==> src/rtl/cmac_tx_pkg.sv <==
// ============================================================================
//  Module      : cmac_tx_pkg
//  Description : Shared definitions for the CMAC TX AXI4-Stream arbiter:
//                arbiter FSM state encoding, source identifiers and default
//                stream widths.
//  Revision    : 1.0 - initial release
// ============================================================================
`default_nettype none

package cmac_tx_pkg;

  // Arbiter FSM states, explicitly 2 bits wide.
  typedef enum logic [1:0] {
    IDLE = 2'd0,
    ARB  = 2'd1,
    XFER = 2'd2
  } state_t;

  // Source identifiers, also the encoding of grant_id.
  localparam logic SRC_ERNIC  = 1'b0;
  localparam logic SRC_PKTGEN = 1'b1;

  // Default CMAC TX stream widths (512-bit segment, one keep bit per byte).
  localparam int DEF_DATA_W = 512;
  localparam int DEF_KEEP_W = DEF_DATA_W / 8;

endpackage : cmac_tx_pkg

`default_nettype wire

==> src/rtl/cmac_tx_axis_arb.sv <==
// ============================================================================
//  Module      : cmac_tx_axis_arb
//  Description : Packet-level round-robin arbiter sharing the CMAC TX
//                AXI4-Stream port between the ERNIC transmit stream (s0)
//                and the test packet generator (s1). A grant is held for a
//                whole packet; new grants are only issued while link_en is
//                high. Per-source completed-packet counters are provided.
//  Revision    : 1.0 - initial release
//
//  Ports
//    aclk, aresetn        : txusrclk2 clock, asynchronous active-low reset
//    link_en              : link aligned and TX enabled; gates new grants
//    s0_axis_*            : source 0 (ERNIC) stream in, s0_axis_tready out
//    s1_axis_*            : source 1 (packet generator) stream in, tready out
//    m_axis_*             : stream to the CMAC core, m_axis_tready in
//    busy                 : a packet transfer is in progress
//    grant_id             : source currently or most recently granted
//    pkt_cnt0, pkt_cnt1   : packets completed per source (wrapping)
// ============================================================================
`default_nettype none

module cmac_tx_axis_arb
  import cmac_tx_pkg::*;
#(
  parameter int DATA_W = DEF_DATA_W,
  parameter int KEEP_W = DATA_W / 8,
  parameter int CNT_W  = 32
) (
  input  logic              aclk,
  input  logic              aresetn,
  input  logic              link_en,

  input  logic [DATA_W-1:0] s0_axis_tdata,
  input  logic [KEEP_W-1:0] s0_axis_tkeep,
  input  logic              s0_axis_tvalid,
  input  logic              s0_axis_tlast,
  input  logic              s0_axis_tuser,
  output logic              s0_axis_tready,

  input  logic [DATA_W-1:0] s1_axis_tdata,
  input  logic [KEEP_W-1:0] s1_axis_tkeep,
  input  logic              s1_axis_tvalid,
  input  logic              s1_axis_tlast,
  input  logic              s1_axis_tuser,
  output logic              s1_axis_tready,

  output logic [DATA_W-1:0] m_axis_tdata,
  output logic [KEEP_W-1:0] m_axis_tkeep,
  output logic              m_axis_tvalid,
  output logic              m_axis_tlast,
  output logic              m_axis_tuser,
  input  logic              m_axis_tready,

  output logic              busy,
  output logic              grant_id,
  output logic [CNT_W-1:0]  pkt_cnt0,
  output logic [CNT_W-1:0]  pkt_cnt1
);

  localparam logic [CNT_W-1:0] c_cnt_one = {{(CNT_W-1){1'b0}}, 1'b1};

  state_t           r_state;
  state_t           w_state_nxt;
  logic             r_grant;
  logic             r_prio;
  logic [CNT_W-1:0] r_cnt0;
  logic [CNT_W-1:0] r_cnt1;

  logic             w_req_any;
  logic             w_arb_win;
  logic             w_pkt_done;

  // --------------------------------------------------------------------------
  // Arbitration decision. With both sources requesting, the round-robin
  // pointer decides; a lone requester always wins.
  // --------------------------------------------------------------------------
  always_comb begin
    w_req_any = s0_axis_tvalid | s1_axis_tvalid;
    w_arb_win = SRC_ERNIC;
    if (s0_axis_tvalid && s1_axis_tvalid) begin
      w_arb_win = r_prio;
    end else if (s1_axis_tvalid) begin
      w_arb_win = SRC_PKTGEN;
    end
  end

  // --------------------------------------------------------------------------
  // Combinational 2:1 stream mux. Outside XFER everything is forced low so
  // no source sees a ready and the CMAC sees no valid.
  // --------------------------------------------------------------------------
  always_comb begin
    m_axis_tdata   = '0;
    m_axis_tkeep   = '0;
    m_axis_tvalid  = 1'b0;
    m_axis_tlast   = 1'b0;
    m_axis_tuser   = 1'b0;
    s0_axis_tready = 1'b0;
    s1_axis_tready = 1'b0;
    if (r_state == XFER) begin
      if (r_grant == SRC_PKTGEN) begin
        m_axis_tdata   = s1_axis_tdata;
        m_axis_tkeep   = s1_axis_tkeep;
        m_axis_tvalid  = s1_axis_tvalid;
        m_axis_tlast   = s1_axis_tlast;
        m_axis_tuser   = s1_axis_tuser;
        s1_axis_tready = m_axis_tready;
      end else begin
        m_axis_tdata   = s0_axis_tdata;
        m_axis_tkeep   = s0_axis_tkeep;
        m_axis_tvalid  = s0_axis_tvalid;
        m_axis_tlast   = s0_axis_tlast;
        m_axis_tuser   = s0_axis_tuser;
        s0_axis_tready = m_axis_tready;
      end
    end
  end

  // Final beat of the granted packet accepted by the CMAC.
  assign w_pkt_done = (r_state == XFER) && m_axis_tvalid && m_axis_tready && m_axis_tlast;

  // --------------------------------------------------------------------------
  // Next-state logic. link_en is only consulted in IDLE so a packet already
  // granted always runs to completion.
  // --------------------------------------------------------------------------
  always_comb begin
    w_state_nxt = r_state;
    case (r_state)
      IDLE: begin
        if (link_en && w_req_any) begin
          w_state_nxt = ARB;
        end
      end
      ARB: begin
        // A requester that withdrew tvalid is tolerated by falling back.
        if (w_req_any) begin
          w_state_nxt = XFER;
        end else begin
          w_state_nxt = IDLE;
        end
      end
      XFER: begin
        if (w_pkt_done) begin
          w_state_nxt = IDLE;
        end
      end
      default: begin
        w_state_nxt = IDLE;
      end
    endcase
  end

  always_ff @(posedge aclk or negedge aresetn) begin
    if (!aresetn) begin
      r_state <= IDLE;
    end else begin
      r_state <= w_state_nxt;
    end
  end

  // --------------------------------------------------------------------------
  // Grant, round-robin pointer and packet counters.
  // --------------------------------------------------------------------------
  always_ff @(posedge aclk or negedge aresetn) begin
    if (!aresetn) begin
      r_grant <= SRC_ERNIC;
      r_prio  <= SRC_ERNIC;
      r_cnt0  <= '0;
      r_cnt1  <= '0;
    end else begin
      if ((r_state == ARB) && w_req_any) begin
        r_grant <= w_arb_win;
      end
      if (w_pkt_done) begin
        // Hand priority to the source that was not just served.
        r_prio <= ~r_grant;
        if (r_grant == SRC_PKTGEN) begin
          r_cnt1 <= r_cnt1 + c_cnt_one;
        end else begin
          r_cnt0 <= r_cnt0 + c_cnt_one;
        end
      end
    end
  end

  assign busy     = (r_state == XFER);
  assign grant_id = r_grant;
  assign pkt_cnt0 = r_cnt0;
  assign pkt_cnt1 = r_cnt1;

endmodule : cmac_tx_axis_arb

`default_nettype wire

==> config.mk <==
export PLATFORM = sky130hd
export DESIGN_NAME = cmac_tx_axis_arb
export DESIGN_NICKNAME = d
export VERILOG_FILES = /design/src/rtl/cmac_tx_pkg.sv /design/src/rtl/cmac_tx_axis_arb.sv
export SDC_FILE = /design/constraint.sdc
export NUM_CORES = 1
export LEC_CHECK = 0
export CAP_MARGIN = 20
export CORE_AREA = 2 2 703 705
export DETAILED_ROUTE_END_ITERATION = 16
export DIE_AREA = 0 0 705 707
export HOLD_SLACK_MARGIN = 0.15
export SKIP_CTS_REPAIR_TIMING = 1
export SLEW_MARGIN = 20
export SYNTH_ARGS = -nofsm -noshare
export SYNTH_HDL_FRONTEND = slang
export SYNTH_SLANG_ARGS = --single-unit
==> constraint.sdc <==
create_clock -name aclk -period 2.2 [get_ports aclk]
set_input_delay 0.44 -clock aclk [delete_from_list [all_inputs] [get_ports aclk]]
set_output_delay 0.44 -clock aclk [all_outputs]
set_load 0.05 [all_outputs]
After elaboration in Yosys (flattened, before gate mapping)

Index checks and enable logic that the tools add are counted.
W data, S select, Z words.

Logic and storage cells: 43
Register bits after elaboration: 68

Muxes and demuxes: 20
Bitwise gates (word level): 2
Equal/unequal tests: 4
Add/sub/neg operators: 2
Reductions and logical operators: 10

Operator list:

| cell                    | count |
|---|---|
| $mux W512               | 2 |
| $mux W64                | 2 |
| $add A32 B1 Y32 const B | 2 |
| $mux W1                 | 12 |
| $logic_and A1 B1 Y1     | 6 |
| $mux W2                 | 3 |
| $pmux W2 S3             | 1 |
| $reduce_and A2 Y1       | 3 |
| $eq A2 B1 Y1 const B    | 1 |
| $eq A2 B2 Y1 const B    | 1 |
| $logic_not A2 Y1        | 1 |
| $ne A2 B1 Y1 const B    | 1 |
| $ne A2 B2 Y1 const B    | 1 |
| $not A1 Y1              | 1 |
| $or A1 B1 Y1            | 1 |

Longest topological paths before layout

Gate-level depths: netlist of the first run.

Depth in word-level cells: 7
Mapped depth: 6

Worst setup path after synthesis of the first run

No wires, ideal clock.

Path type: register -> output
From: reg r_grant (netlist: grant_id)
To: out m_axis_tdata[177]
Stages on the path, launching flop included: 6
Buffers on the path: 3
Data arrival time: 2.428 ns
Setup slack: -0.668 ns
Data required time: 1.760 ns
Cell sequence: dfrtp_1 > buf_2 > clkbuf_1 > clkbuf_1 > mux2i_1 > nor2_1

Cells in the longest elaborated chain, start to end: 2

Ends and longest elaborated chain:

| item                     | line                    | RTL |
|---|---|---|
| start: declaration       | cmac_tx_axis_arb.sv:64  | `logic r_grant;` |
| start signal: assignment | cmac_tx_axis_arb.sv:171 | `r_grant <= w_arb_win;` |
| $mux W512                | cmac_tx_axis_arb.sv:100 | `if (r_grant == SRC_PKTGEN) begin` |
| $mux W512                | cmac_tx_axis_arb.sv:99  | `if (r_state == XFER) begin` |
| end: declaration         | cmac_tx_axis_arb.sv:47  | `output logic [DATA_W-1:0] m_axis_tdata,` |

No other way between the ends.

Worst setup path in the final report of the first run

From: reg r_grant (netlist: grant_id)
To: out m_axis_tdata[407]

Same word-level chain as after synthesis.

==> results.txt, run 1 <==
Achievable Freq -> 366.6 MHz
Lkg Pwr -> 17.80 nW
Clk_skew -> 0.01436 ns
Die area -> 498400 sq um
FF/Latch Area -> 1705 sq um
EDFF count, synth -> 0
Hold/Removal Path Class -> reg2reg
Worst-case clock buffer depth -> 2
Row count -> 258
Register area share after synthesis -> 0.1452
Initial antenna violation count -> 573
Die W -> 705 microns
Post-DP HPWL -> 400000 microns
Die Span Y -> 707 microns
Via Count -> 24210
Share of layout cells above drive strength 1 -> 0.4737
PortBufs -> 1808
# setup viols final -> 596
Max Cap Violations -> 0
YS warnings -> 0
Synth Instances -> 1580
Commonest non-fill, non-tap cell in the layout -> clkdlybuf4s50_1
Core area -> 491600 sq um
Largest net degree at the start of global routing -> 45
Latest clock arrival within the worst-skew pair -> 0.37 ns
Root buf cell -> clkbuf_16
Cell variety after synth -> 38
DRC -> 0
Layout area overhead -> 323.5%
RSZ-0062 raised after global routing -> yes
Gpl congestion -> 1.083
Avg Cell Area, Syn -> 7.417 sq um
Total wire length -> 416800 microns
Worst-path clk slew -> 0.06 ns
Starting DRT DRC Count -> 1853
First-pass GRT wire length -> 466600 microns
Number of global-route vias before repair -> 21990
Drt pass-1 iters -> 6
I/O pins -> 1809
Total GRT Usage -> 0.1602
CP Max Fanout -> 14
Number of synthesized register bits -> 68
Per-cell routed wire length -> 40.49 microns
Failing checks -> setup timing
Power per Cell Area -> 1212 nW/um^2
Total gr overflow -> 0
CTS Sinks -> 68
Data required time of the worst path -> 1.76 ns
Run status -> complete, but fails checks
Design area -> 49630 sq um
Fillers -> 56580
Endpoint type of the worst setup path -> output pin
Post-route ant nets -> 0
Post-synth ARST share -> 1.000
Multi-input gate area -> 13110 sq um
Num CTS Buffers -> 9
Slew HR -> 0.6091
PnR Total Power -> 60.18 mW
Synthesized Nets -> 2744
Actual slew at the worst max-slew pin -> 0.5845 ns
Placed Area -> 47170 sq um
CTS tree -> yes
Htree depth -> 3
Cell area after synthesis -> 11720 sq um
Vias/cell -> 2.351
Final net count -> 4822
WS Path Type -> reg2out
Most frequent cells in the layout -> clkdlybuf4s50_1, buf_4, buf_12
Post-synth top flop -> dfrtp_1
Max VDD drop -> 0.0009201 V
Final worst slack -> -0.5276 ns
Critical path arrival -> 2.29 ns
Setup TNS -> -187.25 ns
Starting Density -> 0.02384
Hold Vio Cnt, Final -> 0
Startpoint types -> flop
Final Max Tran Viols -> 0
Fin crit period -> 2.728 ns
Final Cycle Share -> 1.240
through the flow:
| step | setup WS [ns] | instances | utilization | hold WS, ns |
|---|---|---|---|---|
| 2_1_floorplan | -0.3149 | 1580 | - | 0.1444 |
| 3_5_place_dp | -0.6136 | 10110 | 0.09595 | 0.3809 |
| 4_1_cts | -0.9426 | 10130 | 0.09655 | -0.02630 |
| 5_1_grt | -0.5392 | 10210 | 0.1005 | 0.5240 |
| 6_report | -0.5276 | 10300 | 0.1010 | 0.4944 |
| 3_3_place_gp | -0.6183 | 10110 | 0.09595 | 0.3877 |
state kept, by name (all words and copies together), names as in the netlist:
name,flops
pkt_cnt0,32
pkt_cnt1,32
r_state,2
grant_id,1
r_prio,1
area by class of cell:
cell class	count	area share
antenna	133	0.006705
clock buffer	10	0.004613
clock inverter	6	0.001311
inverter	9	0.0006806
multi-input combinational	1369	0.2641
sequential	68	0.03436
tap	6500	0.1639
timing repair buffer	2201	0.5244
Yosys cell counts (5+ instances only):
cell type,count,share of area
and3_1,9,0.0048
buf_2,25,0.011
clkbuf_1,104,0.033
dfrtp_1,68,0.15
inv_1,8,0.0026
mux2i_1,578,0.49
nand2_1,25,0.0080
nand3_1,23,0.0098
nand4_1,21,0.011
nand4b_1,5,0.0037
nor2_1,589,0.19
nor3_1,11,0.0047
nor4_1,9,0.0048
xnor2_1,37,0.028
xor2_1,25,0.019
power by group:
group	switching, mW	total (mW)	internal [mW]	leakage (nW)
clock network	0.684	1.56	0.880	0.143
logic	34.3	57.2	22.9	16.7
registers	0.103	1.43	1.33	0.921
total	35.1	60.2	25.1	17.8
final timing paths:
path	start	end	slack, ns	cells past startpoint
worst max-delay path	grant_id	m_axis_tdata[407]	-0.53	7
worst min-delay path	pkt_cnt1[10]	pkt_cnt1[10]	0.49	1
worst max register to register	grant_id	pkt_cnt1[28]	-0.31	6
worst min register to register	pkt_cnt1[10]	pkt_cnt1[10]	0.49	1
max in group asynchronous	aresetn	pkt_cnt0[31]	1.02	3
min in group asynchronous	aresetn	pkt_cnt1[19]	0.55	2
cell families (layout without fill, tap and decap cells):
| kind of cell | after synthesis | in the layout | share of synthesized area |
|---|---|---|---|
| other cells | 0 | 133 | 0 |
| flops | 68 | 68 | 0.1452 |
| buf+inv | 143 | 2226 | 0.04911 |
| fa+ha+maj | 2 | 2 | 0.002135 |
| xor+xnor | 62 | 62 | 0.04634 |
| compound gates | 6 | 6 | 0.002777 |
| simple gates | 719 | 719 | 0.2588 |
| mux | 580 | 580 | 0.4956 |
critical path, cell delays in order, from the launching register on:
cell and delay (ns):
dfrtp_4 0.49, buf_16 0.19, buf_16 0.19, buf_16 0.21, mux2i_2 0.31, buf_4 0.22, nor2_4 0.05, buf_12 0.14
routing by layer:
metal / share of wire / vias up / GRT usage
met5: 0.0043 / - / 0
met4: 0.026 / 268 / 0.02915
met3: 0.19 / 902 / 0.1408
met2: 0.43 / 2202 / 0.2497
met1: 0.34 / 11070 / 0.1620
li1: - / 9763 / -
Power figures use the tool's default switching activity.
==> run 2: changes to the inputs <==
--- a/config.mk
+++ b/config.mk
@@ -10,6 +10,7 @@
 export DETAILED_ROUTE_END_ITERATION = 16
 export DIE_AREA = 0 0 705 707
 export HOLD_SLACK_MARGIN = 0.15
+export MAX_ROUTING_LAYER = met4
 export SKIP_CTS_REPAIR_TIMING = 1
 export SLEW_MARGIN = 20
 export SYNTH_ARGS = -nofsm -noshare
==> run 2 against run 1 <==
Net effect: the flow still finishes with violations (setup timing); wire length grew 1.7%; total power grew 1.8%; design area grew 2.1%; worst setup slack gained 0.025 ns; global-route usage grew 0.66 points; die area is the same; cell count grew 2.8%; largest power group unchanged; first-iteration DRC count shrank 5.8%.
==> results.txt, run 2 (synthesis gave the netlist of run 1 again) <==
Initial antenna violation count -> 583 (+1.7%)
Worst hold start -> pkt_cnt0[16]
Die Span Y -> 707 microns (unchanged)
Total GRT Usage -> 0.1668 (+0.006577)
Post-DP HPWL -> 404200 microns (+1.1%)
Most frequent cells in the layout -> clkdlybuf4s50_1, buf_4, buf_12
Total wire length -> 424000 microns (+1.7%)
DRC -> 0 (unchanged)
Failing checks -> setup timing
Crit path launch -> grant_id
Critical path arrival -> 2.26 ns (-0.03 ns)
Die area -> 498400 sq um (unchanged)
Multi-input gate area -> 13100 sq um (about the same)
Commonest non-fill, non-tap cell in the layout -> clkdlybuf4s50_1
Die W -> 705 microns (unchanged)
Worst Hold Slack -> 0.5037 ns (+0.009286 ns)
WS Path Type -> reg2out
Share of layout cells above drive strength 1 -> 0.4857 (+0.01207)
# setup viols final -> 594 (-0.34%)
CP Max Fanout -> 12 (-2)
Slew HR -> 0.5645 (-0.04456)
Reg-to-Reg End -> pkt_cnt1[30]
Largest net degree at the start of global routing -> 55 (+22%)
Hold path depth -> 1 (unchanged)
Row count -> 258 (unchanged)
Core area -> 491600 sq um (unchanged)
PnR Total Power -> 61.28 mW (+1.8%)
Starting DRT DRC Count -> 1745 (-5.8%)
Starting Density -> 0.02384 (unchanged)
Actual slew at the worst max-slew pin -> 0.6532 ns (+0.06867 ns)
I/O pins -> 1809 (unchanged)
Clk_skew -> 0.007526 ns (-0.006834 ns)
Hold/Removal Path Class -> reg2reg
Lkg Pwr -> 18.07 nW (+1.5%)
Reg2Reg Depth -> 6 (unchanged)
Via Count -> 24050 (-0.65%)
Slowest cell on crit path -> dfrtp_4
Gpl congestion -> 1.071 (-1.1%)
Num CTS Buffers -> 9 (unchanged)
Vias/cell -> 2.273 (-3.3%)
Final worst slack -> -0.5028 ns (+0.02485 ns)
Fillers -> 56540 (-0.069%)
Design area -> 50690 sq um (+2.1%)
Htree depth -> 3 (unchanged)
Worst-path clk slew -> 0.07 ns (about the same)
RSZ-0062 raised after global routing -> yes
Max incr delay on CP -> 0.50 ns (about the same)
Max Cap Violations -> 0 (unchanged)
Power per Cell Area -> 1209 nW/um^2 (-0.30%)
Worst-case clock buffer depth -> 2 (unchanged)
Startpoint types -> flop
CP most frequent cell -> buf_16
CP bufs+invs -> 5 (unchanged)
Hold Vio Cnt, Final -> 0 (unchanged)
Post-route ant nets -> 0 (unchanged)
First-pass GRT wire length -> 471100 microns (+0.97%)
Layout area overhead -> 332.6%
Final Cycle Share -> 1.229 (-0.01130)
Hold Path End -> pkt_cnt0[16]
Number of global-route vias before repair -> 22180 (+0.86%)
CTS tree -> yes
Achievable Freq -> 370.0 MHz (+0.92%)
Endpoint type of the worst setup path -> output pin
Crit-path cells -> buf_16, buf_16, buf_16, mux2i_2, buf_4, nor2_2, buf_12
Max VDD drop -> 0.0008492 V (-7.7%)
FF/Latch Area -> 1705 sq um (unchanged)
PortBufs -> 1808 (unchanged)
Reg-to-reg setup timing slack -> -0.12 ns (+0.19 ns)
Drt pass-1 iters -> 6 (unchanged)
Placed Area -> 47300 sq um (+0.28%)
CTS Sinks -> 68 (unchanged)
Data required time of the worst path -> 1.76 ns (about the same)
Final Max Tran Viols -> 0 (unchanged)
Fin crit period -> 2.703 ns (-0.02485 ns)
Per-cell routed wire length -> 40.08 microns (-1.0%)
Run status -> complete, but fails checks
CP top delay family -> buffers and inverters
Root buf cell -> clkbuf_16
Total gr overflow -> 0 (unchanged)
Latest clock arrival within the worst-skew pair -> 0.37 ns (about the same)
Worst r2r src -> grant_id
Final net count -> 4873 (+1.1%)
## run 2: final cells by class
| class | count | area share |
|---|---|---|
| inverters | 9 | 0.0006664 |
| clock buffers | 10 | 0.004517 |
| clock inverters | 6 | 0.001283 |
| flip-flops and latches | 68 | 0.03364 |
| well taps | 6500 | 0.1604 |
| multi-input cells | 1369 | 0.2584 |
| diodes | 366 | 0.01807 |
| repair buffers | 2252 | 0.5230 |
## run 2: report_power, final
group / total (mW) / switching [mW] / internal [mW]
combinational: 58.3 / 34.7 / 23.5
clock: 1.57 / 0.688 / 0.880
sequential: 1.44 / 0.109 / 1.33
## run 2: layer usage
layer  vias up  global-route usage  share of wire
met5         -                   -              0
met4         0             0.02456          0.025
met3       629              0.1222           0.17
met2      2060              0.2560           0.44
met1     11180              0.1752           0.37
li1      10180                   -              -
## run 2: stage by stage
step | utilization | TNS [ns] | std cells | setup slack, ns
after global placement | 0.09621 | -25.35 | 10150 | -0.6764
final | 0.1031 | -202.97 | 10580 | -0.5028
after detailed placement | 0.09621 | -25.38 | 10150 | -0.5964
after CTS | 0.09681 | -224.75 | 10170 | -0.8553
after floorplan | - | -95.63 | 1580 | -0.3149
after global routing | 0.1029 | -242.35 | 10540 | -0.5493
## run 2: worst max-delay path by stage
stage / endpoint / slack, ns / cells after the start
floorplan: m_axis_tdata[187] / -0.31 / 5
global placement: pkt_cnt1[27] / -0.68 / 6
detailed placement: pkt_cnt1[27] / -0.60 / 6
CTS: m_axis_tdata[421] / -0.86 / 7
global route: m_axis_tdata[460] / -0.55 / 7
finish: m_axis_tdata[455] / -0.50 / 7
==> run 3: changes to the inputs <==
==> constraint.sdc (replaced) <==
create_clock -name aclk -period 2.9 [get_ports aclk]
set_input_delay 0.58 -clock aclk [delete_from_list [all_inputs] [get_ports aclk]]
set_output_delay 0.58 -clock aclk [all_outputs]
set_load 0.05 [all_outputs]
==> run 3 against run 2 <==
Net effect: the run still ends with setup timing left; critical path depth down 2; hold slack worse by 0.33 ns; total power down 27%; largest cell class unchanged; non-clock buffer count is 124 lower; design area down 3.6%; critical path type unchanged; utilization down 0.37 points.
==> results.txt, run 3 (synthesis gave the netlist of run 1 again) <==
Run status -> complete, but fails checks
Failing checks -> setup timing
Post-route ant nets -> 0 (unchanged)
Hold Vio Cnt, Final -> 0 (unchanged)
Worst-case clock buffer depth -> 2 (unchanged)
Fillers -> 56780 (+0.42%)
Latest clock arrival within the worst-skew pair -> 0.40 ns (+0.03 ns)
Max incr delay on CP -> 0.49 ns (about the same)
Gpl congestion -> 1.140 (+6.5%)
Clk_skew -> 0.02783 ns (+0.02031 ns)
CTS Sinks -> 68 (unchanged)
Die area -> 498400 sq um (unchanged)
Placed insts -> 10040 (-1.1%)
Via Count -> 24150 (+0.44%)
Power per Cell Area -> 919.9 nW/um^2 (-24%)
Drt pass-1 iters -> 5 (-1)
Per-cell routed wire length -> 43.92 microns (+9.6%)
Total wire length -> 456900 microns (+7.7%)
CP bufs+invs -> 3 (-2)
Die W -> 705 microns (unchanged)
First-pass GRT wire length -> 504300 microns (+7.0%)
CP most frequent cell -> buf_12
Data required time of the worst path -> 2.32 ns (+0.56 ns)
Root buf cell -> clkbuf_16
Post-DP HPWL -> 435000 microns (+7.6%)
Layout area overhead -> 317.1%
Commonest non-fill, non-tap cell in the layout -> clkdlybuf4s50_1
RSZ-0062 raised after global routing -> yes
Share of layout cells above drive strength 1 -> 0.3964 (-0.08935)
Vias/cell -> 2.322 (+2.1%)
Count of non-filler cells in the finished layout -> 10400 (-1.7%)
Largest net degree at the start of global routing -> 60 (+9.1%)
Endpoint type of the worst setup path -> output pin
Core area -> 491600 sq um (unchanged)
Startpoint types -> flop
Worst Hold Slack -> 0.1709 ns (-0.3328 ns)
Starting DRT DRC Count -> 1975 (+13%)
Final worst slack -> -0.03216 ns (+0.4706 ns)
Final Cycle Share -> 1.011
Num CTS Buffers -> 9 (unchanged)
I/O pins -> 1809 (unchanged)
DRC -> 0 (unchanged)
Slew HR -> 0.4828 (-0.08172)
Critical path arrival -> 2.35 ns (+0.09 ns)
Worst-path clk slew -> 0.08 ns (about the same)
Starting Density -> 0.02384 (unchanged)
Most frequent cells in the layout -> clkdlybuf4s50_1, buf_12, mux2i_1
Max VDD drop -> 0.0004375 V (-48%)
Lkg Pwr -> 17.70 nW (-2.0%)
Crit-path cells -> nand2b_4, buf_12, buf_12, nor2_1, buf_12
Achievable Freq -> 341.0 MHz
Actual slew at the worst max-slew pin -> 0.7699 ns (+0.1167 ns)
Final Max Tran Viols -> 0 (unchanged)
PortBufs -> 1808 (unchanged)
CP Max Fanout -> 43 (+31)
Number of global-route vias before repair -> 22100 (-0.36%)
Max Cap Violations -> 0 (unchanged)
Initial antenna violation count -> 612 (+5.0%)
Total gr overflow -> 0 (unchanged)
Htree depth -> 3 (unchanged)
Fin crit period -> 2.932 ns
Final net count -> 4749 (-2.5%)
Total GRT Usage -> 0.1802 (+0.01344)
Slowest cell on crit path -> dfrtp_2
CTS tree -> yes
# setup viols final -> 3 (-99%)
Row count -> 258 (unchanged)
Hold/Removal Path Class -> in2async
CP top delay family -> simple AND/OR/NAND/NOR gates
WS Path Type -> reg2out
Die Span Y -> 707 microns (unchanged)
## run 3: metal layers
metal	wire, microns	share of wire	global-route usage
met1	174000	0.38	0.1996
met2	207700	0.45	0.2862
met3	58250	0.13	0.08951
met4	16950	0.037	0.04832
met5	0	0	-
## run 3: report_power, final
group | total, mW | switching, mW | internal (mW) | leakage [nW]
registers | 1.10 | 0.0958 | 1.01 | 0.919
logic | 42.5 | 25.5 | 17.1 | 16.6
clock network | 1.33 | 0.645 | 0.680 | 0.146
total | 45.0 | 26.2 | 18.7 | 17.7
## run 3: layout make-up
type	count	area (sq um)	area share
clock inverters	6	72.57	0.001485
flip-flops and latches	68	1708	0.03494
inverters	9	33.78	0.0006912
clock buffers	10	229.0	0.004685
repair buffers	2128	27060	0.5536
diodes	313	783.3	0.01602
well taps	6500	8133	0.1664
multi-input cells	1369	10860	0.2222
## run 3: per-stage QoR
step	worst slack (ns)	utilization	power (mW)	TNS, ns	area [sq um]
2_1_floorplan	0.06824	-	18.04	0	12660
3_3_place_gp	-0.04431	0.09496	42.89	-0.04431	46680
3_5_place_dp	-0.01205	0.09496	42.75	-0.01205	46680
4_1_cts	-0.3702	0.09557	44.25	-44.90	46990
5_1_grt	-0.03510	0.09930	46.48	-0.3779	48820
6_report	-0.03216	0.09942	44.96	-0.07001	48880
## run 3: worst paths after layout
check	startpoint	end	slack, ns	cells past startpoint
setup / recovery	r_state[0]	m_axis_tdata[484]	-0.03	5
hold / removal	aresetn	grant_id	0.17	1
setup reg to reg	grant_id	pkt_cnt1[28]	0.27	8
hold reg to reg	pkt_cnt0[31]	pkt_cnt0[31]	0.50	1
max in group asynchronous	aresetn	pkt_cnt0[31]	2.05	2
min in group aclk	pkt_cnt0[31]	pkt_cnt0[31]	0.50	1
